===== config.mk =====
export PLATFORM = sky130hd
export DESIGN_NAME = wb_data_ram_slave
export DESIGN_NICKNAME = d
export VERILOG_FILES = /design/src/rtl/wb_data_ram_slave.sv
export SDC_FILE = /design/constraint.sdc
export NUM_CORES = 1
export LEC_CHECK = 0
export ABC_AREA = 1
export BUFFER_PORTS_ARGS = -buffer_cell sky130_fd_sc_hd__buf_2
export CORE_MARGIN = 4
export CORE_UTILIZATION = 46
export CTS_CLUSTER_SIZE = 28
export DETAILED_ROUTE_END_ITERATION = 7
export PLACE_DENSITY = 0.86
export SLEW_MARGIN = 10
export SYNTH_ARGS = -nofsm -noshare
export SYNTH_HDL_FRONTEND = slang
export SYNTH_SLANG_ARGS = --single-unit

===== constraint.sdc =====
create_clock -name wb_clk_i -period 3.48 [get_ports wb_clk_i]
set_input_delay 0.174 -clock wb_clk_i [delete_from_list [all_inputs] [get_ports wb_clk_i]]
set_output_delay 0.174 -clock wb_clk_i [all_outputs]
set_load 0.02 [all_outputs]

===== src/rtl/wb_data_ram_slave.sv =====
// Wishbone classic slave that shares a single-port 32-bit data RAM with a core data port.
// The core has priority; a bounded starvation counter guarantees Wishbone progress.
module wb_data_ram_slave #(
  parameter logic [31:0] BASE_ADDR    = 32'h3000_8000,
  parameter int unsigned ADDR_WIDTH   = 8,
  parameter int unsigned STARVE_LIMIT = 4
) (
  input  logic                  wb_clk_i,
  input  logic                  wb_rst_i,
  input  logic                  wbs_cyc_i,
  input  logic                  wbs_stb_i,
  input  logic                  wbs_we_i,
  input  logic [3:0]            wbs_sel_i,
  input  logic [31:0]           wbs_adr_i,
  input  logic [31:0]           wbs_dat_i,
  output logic                  wbs_ack_o,
  output logic [31:0]           wbs_dat_o,
  input  logic                  core_req,
  input  logic                  core_we,
  input  logic [3:0]            core_wmask,
  input  logic [ADDR_WIDTH-1:0] core_addr,
  input  logic [31:0]           core_wdata,
  output logic                  core_gnt,
  output logic [31:0]           core_rdata,
  output logic                  ram_csb,
  output logic                  ram_web,
  output logic [3:0]            ram_wmask,
  output logic [ADDR_WIDTH-1:0] ram_addr,
  output logic [31:0]           ram_din,
  input  logic [31:0]           ram_dout
);

  localparam int unsigned TAG_LSB = ADDR_WIDTH + 2;
  localparam int unsigned CNT_W   = $clog2(STARVE_LIMIT + 2);
  localparam logic [CNT_W-1:0] LIMIT = CNT_W'(STARVE_LIMIT);

  typedef enum logic [1:0] {IDLE, ACCESS, RDATA, ACK} state_t;

  state_t                r_state;
  state_t                w_next;
  logic [ADDR_WIDTH-1:0] r_addr;
  logic [31:0]           r_dat;
  logic [3:0]            r_sel;
  logic                  r_we;
  logic [CNT_W-1:0]      r_starve;
  logic                  r_ack;
  logic [31:0]           r_rdata;

  logic w_hit;
  logic w_req;
  logic w_starved;
  logic w_accept;
  logic w_unused_adr;

  // Byte offset within the word carries no information for a 32-bit RAM.
  assign w_unused_adr = &{1'b0, wbs_adr_i[1:0]};

  assign w_hit      = (wbs_adr_i[31:TAG_LSB] == BASE_ADDR[31:TAG_LSB]);
  assign w_req      = wbs_cyc_i & wbs_stb_i & w_hit;
  assign w_starved  = (r_starve == LIMIT);

  assign wbs_ack_o  = r_ack;
  assign wbs_dat_o  = r_rdata;
  assign core_rdata = ram_dout;

  // Next state and RAM port mux; the core owns the RAM only while IDLE.
  always_comb begin
    w_next    = r_state;
    w_accept  = 1'b0;
    core_gnt  = 1'b0;
    ram_csb   = 1'b1;
    ram_web   = 1'b1;
    ram_wmask = r_sel;
    ram_addr  = r_addr;
    ram_din   = r_dat;
    case (r_state)
      IDLE: begin
        w_accept  = w_req & (~core_req | w_starved);
        core_gnt  = core_req & ~w_accept;
        ram_csb   = ~core_gnt;
        ram_web   = ~core_we;
        ram_wmask = core_wmask;
        ram_addr  = core_addr;
        ram_din   = core_wdata;
        if (w_accept) begin
          w_next = ACCESS;
        end
      end
      ACCESS: begin
        ram_csb = 1'b0;
        ram_web = ~r_we;
        w_next  = r_we ? ACK : RDATA;
      end
      RDATA:   w_next = ACK;
      ACK:     w_next = IDLE;
      default: w_next = IDLE;
    endcase
  end

  always_ff @(posedge wb_clk_i) begin
    if (wb_rst_i) begin
      r_state  <= IDLE;
      r_addr   <= '0;
      r_dat    <= '0;
      r_sel    <= '0;
      r_we     <= 1'b0;
      r_starve <= '0;
      r_ack    <= 1'b0;
      r_rdata  <= '0;
    end else begin
      r_state <= w_next;
      r_ack   <= (w_next == ACK);
      if (w_accept) begin
        r_addr <= wbs_adr_i[TAG_LSB-1:2];
        r_dat  <= wbs_dat_i;
        r_sel  <= wbs_sel_i;
        r_we   <= wbs_we_i;
      end
      if (r_state == RDATA) begin
        r_rdata <= ram_dout;
      end
      // Counts cycles a hitting Wishbone request loses to the core.
      if (r_state == IDLE) begin
        if (w_accept || !w_req) begin
          r_starve <= '0;
        end else if (!w_starved) begin
          r_starve <= r_starve + CNT_W'(1);
        end
      end
    end
  end

endmodule

Word-level counts from Yosys, hierarchy flattened. Cells that the tools add are included.

Register bits after elaboration: 83. Output and inout bits: 112. Logic and storage cells: 42.

$add $sub $neg: 1. Equality and inequality tests: 7. Mux-type cells: 12. Bitwise logic cells: 10. Reductions and logical operators: 4.

Operator list (number): 2-to-1 mux 32 bit (1); equality test 22 x 20 -> 1 bit (second input constant) (1); 2-to-1 mux 8 bit (1); one-hot mux 2 bit (4 select lines) (1); equality test 2 bit (second input constant) (3); 2-to-1 mux 3 bit (2); inverter 1 bit (5); bitwise AND 1 bit (4); 2-to-1 mux 4 bit (1); one-hot mux 1 bit (2 select lines) (2); adder 3 x 1 -> 3 bit (second input constant) (1); equality test 3 bit (second input constant) (1); 2-to-1 mux 1 bit (3); equality test 2 x 1 -> 1 bit (second input constant) (1); logical NOT 2 bit (1); 2-to-1 mux 2 bit (1); != test 2 x 1 -> 1 bit (second input constant) (1); AND reduction 2 bit (1); logical NOT 1 bit (1); logical OR 1 bit (1); bitwise OR 1 bit (1).

Depth between registers and ports, before layout. Gate-level depths: netlist (run 1).

Depth in word-level cells: 7. Mapped depth: 11. Gate-level depth less buffers: 9.

Least setup slack after synthesis (run 1). Ideal clock, no wire load.

Path kind: register -> output. Start: register r_state[0]. End: output ram_din[13]. Data arrival time: 1565 ps. Data required time: 3306 ps. Path slack: 1741 ps. Cell stages (with the launch flop): 7. Path through: dfxtp_1 inv_1 ha_1 buf_2 buf_2 clkbuf_1 o21ai_0.

Cells in the longest elaborated chain, start to end: 2.

Ends and longest elaborated chain: from (decl) (line 39) `state_t r_state;`; from (signal assigned) (line 111) `r_state <= w_next;`; logical NOT 2 bit (line 76) `case (r_state)`; 2-to-1 mux 32 bit (line 76); to (decl) (line 29) `output logic [31:0] ram_din,`.

Every way passes these cells.

Worst setup path in the final report (run 1).
Start: register r_state[0]. End: output ram_csb.

Cells in the longest elaborated chain, start to end: 2.

Ends and longest elaborated chain: equality test 2 x 1 -> 1 bit / logical NOT 2 bit (equally long branches) (line 76); one-hot mux 1 bit (2 select lines) (*) (line 76); to (decl) (line 25) `output logic ram_csb,`.

Mark *: on every way between the ends. The rest lies on a longest branch, timed or not.

==> results of run 1 <==
power groups by stage:
stage	sequential [mW]	combinational, mW	clock, mW
floorplan	0.971	0.137	0
global placement	0.971	0.249	0
detailed placement	0.971	0.251	0
CTS	0.949	0.252	0.749
global route	0.949	0.273	0.787
finish	0.949	0.249	0.730
cells in the mapped netlist:
cell                         n
sky130_fd_sc_hd__nand3_1     2
sky130_fd_sc_hd__clkinv_1    1
sky130_fd_sc_hd__nand2_1   161
sky130_fd_sc_hd__nor3_1      1
sky130_fd_sc_hd__nor2_1    175
sky130_fd_sc_hd__a21oi_1     4
sky130_fd_sc_hd__o21ai_0    77
sky130_fd_sc_hd__buf_1       6
sky130_fd_sc_hd__ha_1        5
sky130_fd_sc_hd__dfxtp_1    83
sky130_fd_sc_hd__buf_2      11
sky130_fd_sc_hd__buf_6       5
sky130_fd_sc_hd__a22o_1      1
sky130_fd_sc_hd__clkbuf_1   12
sky130_fd_sc_hd__a31oi_1     1
sky130_fd_sc_hd__inv_1      69
sky130_fd_sc_hd__and3_1      1
sky130_fd_sc_hd__buf_4      33
sky130_fd_sc_hd__nand3b_1    1
sky130_fd_sc_hd__o221ai_1    1
sky130_fd_sc_hd__nand4_1     2
worst max-delay path, stage by stage (launching register included):
cell,delay [ps]
sky130_fd_sc_hd__dfxtp_1,330
sky130_fd_sc_hd__inv_1,90
sky130_fd_sc_hd__ha_2,210
sky130_fd_sc_hd__buf_12,280
sky130_fd_sc_hd__inv_1,130
sky130_fd_sc_hd__nand2_1,130
sky130_fd_sc_hd__inv_1,50
sky130_fd_sc_hd__a31oi_1,120
sky130_fd_sc_hd__buf_2,190
placed cells by master (no fill, tap or decap):
| master | synthesis | layout |
|---|---|---|
| sky130_fd_sc_hd__a21oi_1 | 4 | 4 |
| sky130_fd_sc_hd__a22o_1 | 1 | 1 |
| sky130_fd_sc_hd__a31oi_1 | 1 | 1 |
| sky130_fd_sc_hd__and3_1 | 1 | 1 |
| sky130_fd_sc_hd__buf_12 | 0 | 1 |
| sky130_fd_sc_hd__buf_2 | 11 | 260 |
| sky130_fd_sc_hd__buf_4 | 33 | 4 |
| sky130_fd_sc_hd__bufinv_16 | 0 | 2 |
| sky130_fd_sc_hd__clkbuf_1 | 12 | 3 |
| sky130_fd_sc_hd__clkbuf_8 | 0 | 9 |
| sky130_fd_sc_hd__clkinvlp_4 | 0 | 2 |
| sky130_fd_sc_hd__dfxtp_1 | 83 | 83 |
| sky130_fd_sc_hd__ha_1 | 5 | 4 |
| sky130_fd_sc_hd__ha_2 | 0 | 1 |
| sky130_fd_sc_hd__inv_1 | 69 | 69 |
| sky130_fd_sc_hd__inv_2 | 0 | 1 |
| sky130_fd_sc_hd__nand2_1 | 161 | 161 |
| sky130_fd_sc_hd__nand3_1 | 2 | 2 |
| sky130_fd_sc_hd__nand3b_1 | 1 | 1 |
| sky130_fd_sc_hd__nand4_1 | 2 | 2 |
| sky130_fd_sc_hd__nor2_1 | 175 | 175 |
| sky130_fd_sc_hd__nor3_1 | 1 | 1 |
| sky130_fd_sc_hd__o21ai_0 | 77 | 77 |
| sky130_fd_sc_hd__o221ai_1 | 1 | 1 |
sequential cells by signal (all words and copies together) (netlist names):
signal     count
r_state        2
r_dat         32
r_starve       3
r_we           1
wbs_dat_o     32
wbs_ack_o      1
r_addr         8
r_sel          4
routing by layer:
layer	track usage, %	vias up	wire length, um
met1	21.4	1841	4240
met3	5.21	6	1070
met2	34.7	172	5510
met4	5.68	0	80
met5	0	-	0
li1	-	2349	-
final timing paths:
kind | cells after the start | slack, ps | start | end
worst max-delay path | 8 | 1430 | r_state[0]$_SDFF_PP0_ | ram_csb
worst min-delay path | 2 | 40 | wb_rst_i | r_state[1]$_SDFF_PP0_
worst max register to register | 9 | 1610 | r_starve[0]$_SDFFE_PP0P_ | r_dat[18]$_SDFFE_PP0P_
worst min register to register | 2 | 490 | r_starve[1]$_SDFFE_PP0P_ | r_starve[1]$_SDFFE_PP0P_
kinds of logic (layout without fill, tap and decap cells):
group / count (synthesis) / in the layout / share of synthesized area, %
simple gates: 343 / 343 / 31.4
buf+inv: 137 / 351 / 16.6
compound gates: 84 / 84 / 10.4
flops: 83 / 83 / 40.1
fa+ha+maj: 5 / 5 / 1.51
metrics by stage:
| stage | std cells | setup WS, ps | power (mW) | hold WS [ps] |
|---|---|---|---|---|
| 2_1_floorplan | 652 | 1740 | 1.11 | 243 |
| 3_3_place_gp | 958 | 1610 | 1.22 | 381 |
| 3_5_place_dp | 958 | 1610 | 1.22 | 387 |
| 4_1_cts | 974 | 1370 | 1.95 | 21.1 |
| 5_1_grt | 974 | 1270 | 2.01 | 31.5 |
| 6_report | 974 | 1430 | 1.93 | 41.0 |
area by class of cell:
| cell class | count | area [um2] | share of cell area [%] |
|---|---|---|---|
| clock buffers | 12 | 135 | 2.49 |
| clock inverters | 4 | 75.1 | 1.39 |
| inverters | 70 | 263 | 4.85 |
| multi-input cells | 432 | 1800 | 33.2 |
| flip-flops and latches | 83 | 1660 | 30.7 |
| well taps | 108 | 135 | 2.49 |
| repair buffers | 265 | 1350 | 24.9 |
==> Flow_metrics.wiki, run 1 <==
{| class="wikitable"
! Metric !! Value
|-
| Run status || finished clean
|-
| Half-perimeter wire length of the detailed placement result || 8.46 mm
|-
| Resized Gates After CTS || 0
|-
| Peak supply drop || 0.180 mV
|-
| Final setup fails || 0
|-
| Total I/O pin count || 263
|-
| Initial antenna violation count || 0
|-
| Die Height || 103 um
|-
| Mapped Cells || 652
|-
| WL final || 10.9 mm
|-
| Seq cells post-synth || 83
|-
| End-of-flow core utilization || 61.8%
|-
| Number of antenna diodes || 0
|-
| Leakage power total || 3.23 nW
|-
| Final Hold Fails || 0
|-
| Sequential-to-total area share from yosys stat || 40.1%
|-
| First-pass GRT wire length || 16.1 mm
|-
| Part of the power in combinational logic || 12.9%
|-
| Count of max-cap constraint violations || 0
|-
| Post-CTS Setup Bufs || 0
|-
| Input/output buffers || 260
|-
| Internal || 1.46 mW
|-
| Vias || 4,368
|-
| Clock sink count || 83
|-
| Clock transition time at the flip-flop clock pins of the worst setup and hold paths || 90 ps
|-
| Total count of max-transition violations in the final report || 0
|-
| Routability-driven placement congestion ratio || 0.789
|-
| Cell area after layout || 5420 um2
|-
| Post-detailed-placement cell area || 5210 um2
|-
| Pwr/cell area || 356 nW/um2
|-
| Number of nets produced by synthesis || 808
|-
| Setup clock skew after layout || 15.0 ps
|-
| Area growth, synth to finish || 30.7%
|-
| Path type of the worst setup path || reg2out
|-
| Min cycle time layout || 2050 ps
|-
| Row count || 34
|-
| Power share of the clock group || 37.9%
|-
| Count of antenna-violating nets left after detailed routing || 0
|-
| Detailed Route Iter0 Violations || 111
|-
| Maximum number of pins on one net before global-route repair || 99
|-
| Synthesized area || 4150 um2
|-
| Number of levels in the clock H-tree || 3
|-
| Final critical-path share of the clock period || 58.9%
|-
| Total congestion overflow after global routing || 0
|-
| Number of distinct library cell variants in the gate-level netlist after synthesis || 21
|-
| Type of the most critical hold path || in2reg
|-
| Worst max-slew margin expressed relative to the limit || 46.0%
|-
| Routed vias/inst || 4.48
|-
| Total Routing Usage GR || 19.0%
|-
| Filler instances || 838
|-
| Number of iterations in the first detailed-routing pass || 4
|-
| Fraction of power spent switching nets || 24.1%
|-
| CTS Hold Bufs || 0
|-
| Count of warnings emitted by yosys || 0
|-
| Final net count || 1,017
|-
| Deepest clock path buffer count || 2
|-
| Kind of end point of the critical path || primary output
|-
| CTS tree || yes
|-
| Top achievable clock speed || 0.488 GHz
|-
| Root Buffer || sky130_fd_sc_hd__clkbuf_8
|-
| Via count of the first global-routing pass || 3,673
|-
| Slew at the pin closest to its max-slew limit || 811 ps
|-
| Largest driver fanout on the critical path || 98
|-
| CP required || 3310 ps
|-
| Unrepaired setup endpoints after global routing || false
|-
| Routed length per placed instance || 11.2 um
|-
| DRC violation count after routing || 0
|-
| Average cell area after synthesis || 6.36 um2
|-
| Data arrival, critical path || 1880 ps
|-
| Cells taking the most area after synthesis || sky130_fd_sc_hd__dfxtp_1 (40%), sky130_fd_sc_hd__nor2_1 (16%), sky130_fd_sc_hd__nand2_1 (15%)
|-
| Switch Pwr || 0.465 mW
|-
| Ratio of cells with drive above 1 in the final layout || 32.3%
|-
| Floorplan die width || 103 um
|-
| Share of Yosys cell area claimed by the top area cell type || 40.1%
|-
| Floorplan Core Area || 8760 um2
|-
| Starting density of the core || 47.3%
|-
| Final sum of negative setup slack || 0 ps
|-
| Clock buffer count from CTS || 9
|-
| Sequential fraction of design power || 49.2%
|-
| Type of origin of the critical path || register
|-
| Clock latency of the later-clocked register in the worst-skew pair || 340 ps
|-
| Die ar. || 10,600 um2
|-
| Post-synth top area cell || sky130_fd_sc_hd__dfxtp_1
|}
No activity file was read; power rests on OpenSTA's default activity.
==> run 2, diff against run 1 <==
--- a/config.mk
+++ b/config.mk
@@ -8,10 +8,10 @@
 export ABC_AREA = 1
 export BUFFER_PORTS_ARGS = -buffer_cell sky130_fd_sc_hd__buf_2
 export CORE_MARGIN = 4
-export CORE_UTILIZATION = 46
+export CORE_UTILIZATION = 39
 export CTS_CLUSTER_SIZE = 28
 export DETAILED_ROUTE_END_ITERATION = 7
-export PLACE_DENSITY = 0.86
+export PLACE_DENSITY = 0.77
 export SLEW_MARGIN = 10
 export SYNTH_ARGS = -nofsm -noshare
 export SYNTH_HDL_FRONTEND = slang
==> constraint.sdc (replaced) <==
create_clock -name wb_clk_i -period 1.8 [get_ports wb_clk_i]
set_input_delay 0.09 -clock wb_clk_i [delete_from_list [all_inputs] [get_ports wb_clk_i]]
set_output_delay 0.09 -clock wb_clk_i [all_outputs]
set_load 0.02 [all_outputs]
==> run 2 against run 1 <==
Critical path depth down 2; global-route usage rose by 1.0 points; utilization rose by 0.56 points; sequential power up 93%; total power up 110%; register-to-register slack got worse by 1500 ps; critical endpoint is now ram_addr[4]; largest cell class is now buffers.
==> Flow_metrics.wiki, run 2 (synthesis results as in run 1) <==
{| class="wikitable"
! Metric !! Value
|-
| First-pass GRT wire length || 21.2 mm
|-
| Kind of end point of the critical path || primary output
|-
| Clock buffer count from CTS || 9
|-
| Maximum number of pins on one net before global-route repair || 92
|-
| Final Hold Fails || 0
|-
| Min cycle time layout || 1720 ps
|-
| Path type of the worst setup path || reg2out
|-
| Total I/O pin count || 263
|-
| Slew at the pin closest to its max-slew limit || 448 ps
|-
| Routed vias/inst || 4.51
|-
| Half-perimeter wire length of the detailed placement result || 8.36 mm
|-
| Slowest-stage cell, CP || sky130_fd_sc_hd__dfxtp_2
|-
| Die ar. || 12,300 um2
|-
| Worst Hold Launch || ram_dout[29]
|-
| Final net count || 1,103
|-
| DRC violation count after routing || 0
|-
| Leakage power total || 3.66 nW
|-
| Critical register-to-register path startpoint || r_state[0]$_SDFF_PP0_
|-
| Filler instances || 919
|-
| CP peak stage delay || 350 ps
|-
| Ratio of cells with drive above 1 in the final layout || 31.2%
|-
| Setup clock skew after layout || 7.54 ps
|-
| Deepest clock path buffer count || 2
|-
| Number of iterations in the first detailed-routing pass || 4
|-
| Count of max-cap constraint violations || 0
|-
| Register area || 1660 um2
|-
| CTS tree || yes
|-
| Number of antenna diodes || 0
|-
| Final critical-path share of the clock period || 95.5%
|-
| Top achievable clock speed || 0.582 GHz
|-
| Vias || 4,900
|-
| Count of placed standard cells including taps || 988
|-
| Data arrival, critical path || 1630 ps
|-
| Input/output buffers || 260
|-
| Root Buffer || sky130_fd_sc_hd__clkbuf_8
|-
| Area occupied by multi-input gates || 1820 um2
|-
| Starting density of the core || 40.2%
|-
| Floorplan die width || 111 um
|-
| Final setup fails || 0
|-
| Worst-case hold slack || 23.5 ps
|-
| Detailed Route Iter0 Violations || 323
|-
| Unrepaired setup endpoints after global routing || false
|-
| Total count of max-transition violations in the final report || 0
|-
| Pwr/cell area || 625 nW/um2
|-
| Type of the most critical hold path || in2reg
|-
| Worst max-slew margin expressed relative to the limit || 70.1%
|-
| Type of origin of the critical path || register
|-
| Routability-driven placement congestion ratio || 0.793
|-
| Row count || 37
|-
| Final sum of negative setup slack || 0 ps
|-
| Routed length per placed instance || 12.7 um
|-
| Most common cell after layout, fill and taps aside || sky130_fd_sc_hd__buf_2
|-
| Area growth, synth to finish || 55.4%
|-
| Cell area after layout || 6440 um2
|-
| Run status || finished clean
|-
| Peak supply drop || 0.443 mV
|-
| Die Height || 111 um
|-
| Critical path cell sequence || inv_2, ha_4, buf_4, clkbuf_16, o21ai_0, buf_2
|-
| Via count of the first global-routing pass || 4,732
|-
| Total congestion overflow after global routing || 0
|-
| Total Routing Usage GR || 20.0%
|-
| Post-detailed-placement cell area || 5270 um2
|-
| Largest driver fanout on the critical path || 36
|-
| Initial antenna violation count || 0
|-
| Clock sink count || 83
|-
| Floorplan Core Area || 10,300 um2
|-
| Count of antenna-violating nets left after detailed routing || 0
|-
| CP required || 1710 ps
|-
| Most frequent cells in the layout || sky130_fd_sc_hd__buf_2 (252), sky130_fd_sc_hd__nor2_1 (175), sky130_fd_sc_hd__nand2_1 (161)
|-
| Startpoint of the worst setup timing path || r_state[0]$_SDFF_PP0_
|-
| Number of levels in the clock H-tree || 3
|-
| WL final || 13.8 mm
|-
| Clock latency of the later-clocked register in the worst-skew pair || 330 ps
|-
| Clock transition time at the flip-flop clock pins of the worst setup and hold paths || 80 ps
|-
| Post-route insts no fill || 1,087
|}
==> run 2: path summary, 6_finish.rpt <==
check	endpoint	cells after the start	slack, ps
worst max register to register	r_sel[3]$_SDFFE_PP0P_	10	130
worst min register to register	r_starve[1]$_SDFFE_PP0P_	2	490
worst max-delay path	ram_addr[4]	6	80
worst min-delay path	wbs_dat_o[29]$_SDFFE_PP0N_	3	20
==> run 2: metrics by stage <==
| step | setup WS (ps) | total power [mW] | util (%) |
|---|---|---|---|
| floorplan | 145 | 2.14 | - |
| finish | 81.7 | 4.03 | 62.4 |
| global placement | 262 | 2.36 | 51.0 |
| global route | 12.3 | 4.23 | 62.4 |
| CTS | 21.7 | 4.07 | 60.7 |
| detailed placement | 268 | 2.36 | 51.0 |
==> run 2: cell type report <==
class	instances	share of cell area, %
timing repair buffer	351	35.6
sequential	83	25.8
multi-input combinational	432	28.3
inverter	70	4.08
tap	136	2.64
clock inverter	5	1.59
clock buffer	10	1.98
==> run 2: critical path, delay by kind of cell (launching register included) <==
| family | cells | cell delay, ps |
|---|---|---|
| buffers and inverters | 4 | 600 |
| DFF | 1 | 350 |
| AOI/OAI and AO/OA | 1 | 180 |
| adders and majority gates | 1 | 160 |
==> run 2: per-layer routing <==
layer	wire, um	track usage, %	up-vias	share of wire (%)
met5	0	0	-	0
met1	5630	23.4	2149	41
met2	6740	34.6	214	49
li1	-	-	2517	-
met3	1180	6.55	20	8.6
met4	255	6.57	0	1.8
==> run 2: timing repair <==
item	4_1_cts	5_1_grt
setup buffers	0	5
endpoints found under the hold margin	76	0
gates cloned	0	4
endpoints found under the setup margin	3	32
resized for setup	2	46
pin swaps	0	1
hold buffers	75	0
==> run 2: power breakdown <==
group          switching, mW  internal (mW)
logic                  0.313          0.326
registers       0.0000000492           1.83
clock network          0.641          0.913
==> run 3, diff against run 2 <==
--- a/config.mk
+++ b/config.mk
@@ -6,12 +6,12 @@
 export NUM_CORES = 1
 export LEC_CHECK = 0
 export ABC_AREA = 1
-export BUFFER_PORTS_ARGS = -buffer_cell sky130_fd_sc_hd__buf_2
-export CORE_MARGIN = 4
-export CORE_UTILIZATION = 39
+export CAP_MARGIN = 25
+export CORE_AREA = 4 4 99 101
 export CTS_CLUSTER_SIZE = 28
 export DETAILED_ROUTE_END_ITERATION = 7
-export PLACE_DENSITY = 0.77
+export DIE_AREA = 0 0 103 105
+export DONT_BUFFER_PORTS = 1
 export SLEW_MARGIN = 10
 export SYNTH_ARGS = -nofsm -noshare
 export SYNTH_HDL_FRONTEND = slang
==> run 3 against run 2 <==
The flow now finishes with violations (setup timing); flip-flop and latch count did not move; sequential power barely moved; die area fell by 12%; total power fell by 11%; final area fell by 17%; utilization fell by 2.9 points; clock-buffer cell count rose by 1; combinational power fell by 36%; maximum frequency fell by 5.3%; largest power group unchanged.
==> Flow_metrics.wiki, run 3 (synthesis results as in run 1) <==
{| class="wikitable"
! Metric !! Value
|-
| Routability-driven placement congestion ratio || 0.817
|-
| Failing checks || setup timing
|-
| Top achievable clock speed || 0.551 GHz
|-
| Total Routing Usage GR || 20.1%
|-
| Ratio of cells with drive above 1 in the final layout || 10.9%
|-
| Area occupied by multi-input gates || 1810 um2
|-
| Floorplan Core Area || 9020 um2
|-
| Number of iterations in the first detailed-routing pass || 5
|-
| Min cycle time layout || 1810 ps
|-
| Worst-case hold slack || 112 ps
|-
| Setup clock skew after layout || 13.1 ps
|-
| Slew at the pin closest to its max-slew limit || 382 ps
|-
| Clock latency of the later-clocked register in the worst-skew pair || 340 ps
|-
| Via count of the first global-routing pass || 3,919
|-
| Final setup fails || 1
|-
| DRC violation count after routing || 0
|-
| Die ar. || 10,800 um2
|-
| Count of antenna-violating nets left after detailed routing || 0
|-
| Starting density of the core || 46.0%
|-
| Worst max-slew margin expressed relative to the limit || 74.5%
|-
| Initial antenna violation count || 0
|-
| Run status || finished with violations
|-
| Row count || 35
|-
| Number of antenna diodes || 0
|-
| Total count of max-transition violations in the final report || 0
|-
| Final net count || 887
|-
| Leakage power total || 2.76 nW
|-
| Floorplan die width || 103 um
|-
| Most common cell after layout, fill and taps aside || sky130_fd_sc_hd__nor2_1
|-
| Peak supply drop || 0.517 mV
|-
| Clock sink count || 83
|-
| Maximum number of pins on one net before global-route repair || 69
|-
| Register area || 1660 um2
|-
| WL final || 11.4 mm
|-
| Clock buffer count from CTS || 9
|-
| Total I/O pin count || 263
|-
| Type of origin of the critical path || register
|-
| Die Height || 105 um
|-
| Final total power || 3.58 mW
|-
| Largest driver fanout on the critical path || 38
|-
| Routed length per placed instance || 13.5 um
|-
| Final critical-path share of the clock period || 101%
|-
| CP required || 1710 ps
|-
| Unrepaired setup endpoints after global routing || true
|-
| Crit path setup slack, layout || -15.0 ps
|-
| Setup slack at placement || 272 ps
|-
| Type of the most critical hold path || in2reg
|-
| Data arrival, critical path || 1720 ps
|-
| Clock transition time at the flip-flop clock pins of the worst setup and hold paths || 80 ps
|-
| First-pass GRT wire length || 17.6 mm
|-
| Half-perimeter wire length of the detailed placement result || 7.70 mm
|-
| Path type of the worst setup path || reg2out
|-
| Root Buffer || sky130_fd_sc_hd__clkbuf_8
|-
| Detailed Route Iter0 Violations || 104
|-
| Deepest clock path buffer count || 2
|-
| Number of levels in the clock H-tree || 3
|-
| Total congestion overflow after global routing || 0
|-
| CTS tree || yes
|-
| Count of max-cap constraint violations || 0
|-
| Area growth, synth to finish || 29.3%
|-
| End-of-flow core utilization || 59.4%
|-
| Vias || 4,024
|-
| Filler instances || 802
|-
| Most frequent cells in the layout || sky130_fd_sc_hd__nor2_1 (175), sky130_fd_sc_hd__nand2_1 (160), sky130_fd_sc_hd__dfxtp_1 (81)
|-
| Final Hold Fails || 0
|-
| Pwr/cell area || 668 nW/um2
|-
| Routed vias/inst || 4.75
|-
| Input/output buffers || 0
|-
| Kind of end point of the critical path || primary output
|}
==> run 3: cell count changes in the layout (fill, tap and decap cells not counted), moves of 3 or more <==
cell	previous run	this run
sky130_fd_sc_hd__o21ai_0	51	67
sky130_fd_sc_hd__buf_4	16	53
sky130_fd_sc_hd__clkbuf_16	3	0
sky130_fd_sc_hd__o21ai_1	26	9
sky130_fd_sc_hd__dlygate4sd3_1	75	78
sky130_fd_sc_hd__buf_2	252	0
==> run 3: final cells by class <==
cell class                      instances  share of cell area (%)
Clock buffer                           11                    2.64
Timing Repair Buffer                  135                    23.9
Inverter                               70                    4.90
Multi-Input combinational cell        432                    33.8
Sequential cell                        83                    31.0
Tap cell                              111                    2.59
Clock inverter                          5                    1.17
==> run 3: metal layers <==
metal	vias to the layer above	track usage, %	part of all wire, %	wire length, um
li1	2090	-	-	-
met1	1738	22.6	39	4520
met2	171	36.4	51	5830
met3	25	4.01	7.3	840
met4	0	7.49	2.3	260
met5	-	0	0	0
==> run 3: where the power goes <==
part / internal [mW] / switching [mW]
combinational: 0.217 / 0.189
clock: 0.684 / 0.656
sequential: 1.83 / 0.000000135
total: 2.74 / 0.845
==> run 3: stage by stage <==
step	cell area, um2	std cells	setup TNS, ps
global route	5360	847	-158
detailed placement	4310	751	0
CTS	5340	846	0
global placement	4310	751	0
finish	5360	847	-15.0
floorplan	4150	652	0
==> run 3: critical path: stages (launching register included) <==
cell                      delay (ps)
sky130_fd_sc_hd__dfxtp_2         360
sky130_fd_sc_hd__inv_2            60
sky130_fd_sc_hd__ha_4            190
sky130_fd_sc_hd__buf_12          160
sky130_fd_sc_hd__buf_16          170
sky130_fd_sc_hd__o21ai_0         250
sky130_fd_sc_hd__buf_4           190
==> run 3: timing repair <==
item                                    CTS  global route
pin swaps                                 1             1
endpoints found under the hold margin    79             0
setup buffers                             0             1
hold buffers                             78             0
gates cloned                              1             0
endpoints found under the setup margin   29            27
resized for setup                         5            13
==> run 3: path summary, 6_finish.rpt <==
| check | start | endpoint | slack [ps] | cells after the start |
|---|---|---|---|---|
| worst max-delay path | r_state[0]$_SDFF_PP0_ | ram_din[20] | -10 | 6 |
| worst min-delay path | core_req | r_starve[1]$_SDFFE_PP0P_ | 110 | 4 |
| worst max register to register | r_state[0]$_SDFF_PP0_ | r_dat[16]$_SDFFE_PP0P_ | 280 | 8 |
| worst min register to register | r_starve[1]$_SDFFE_PP0P_ | r_starve[1]$_SDFFE_PP0P_ | 490 | 2 |
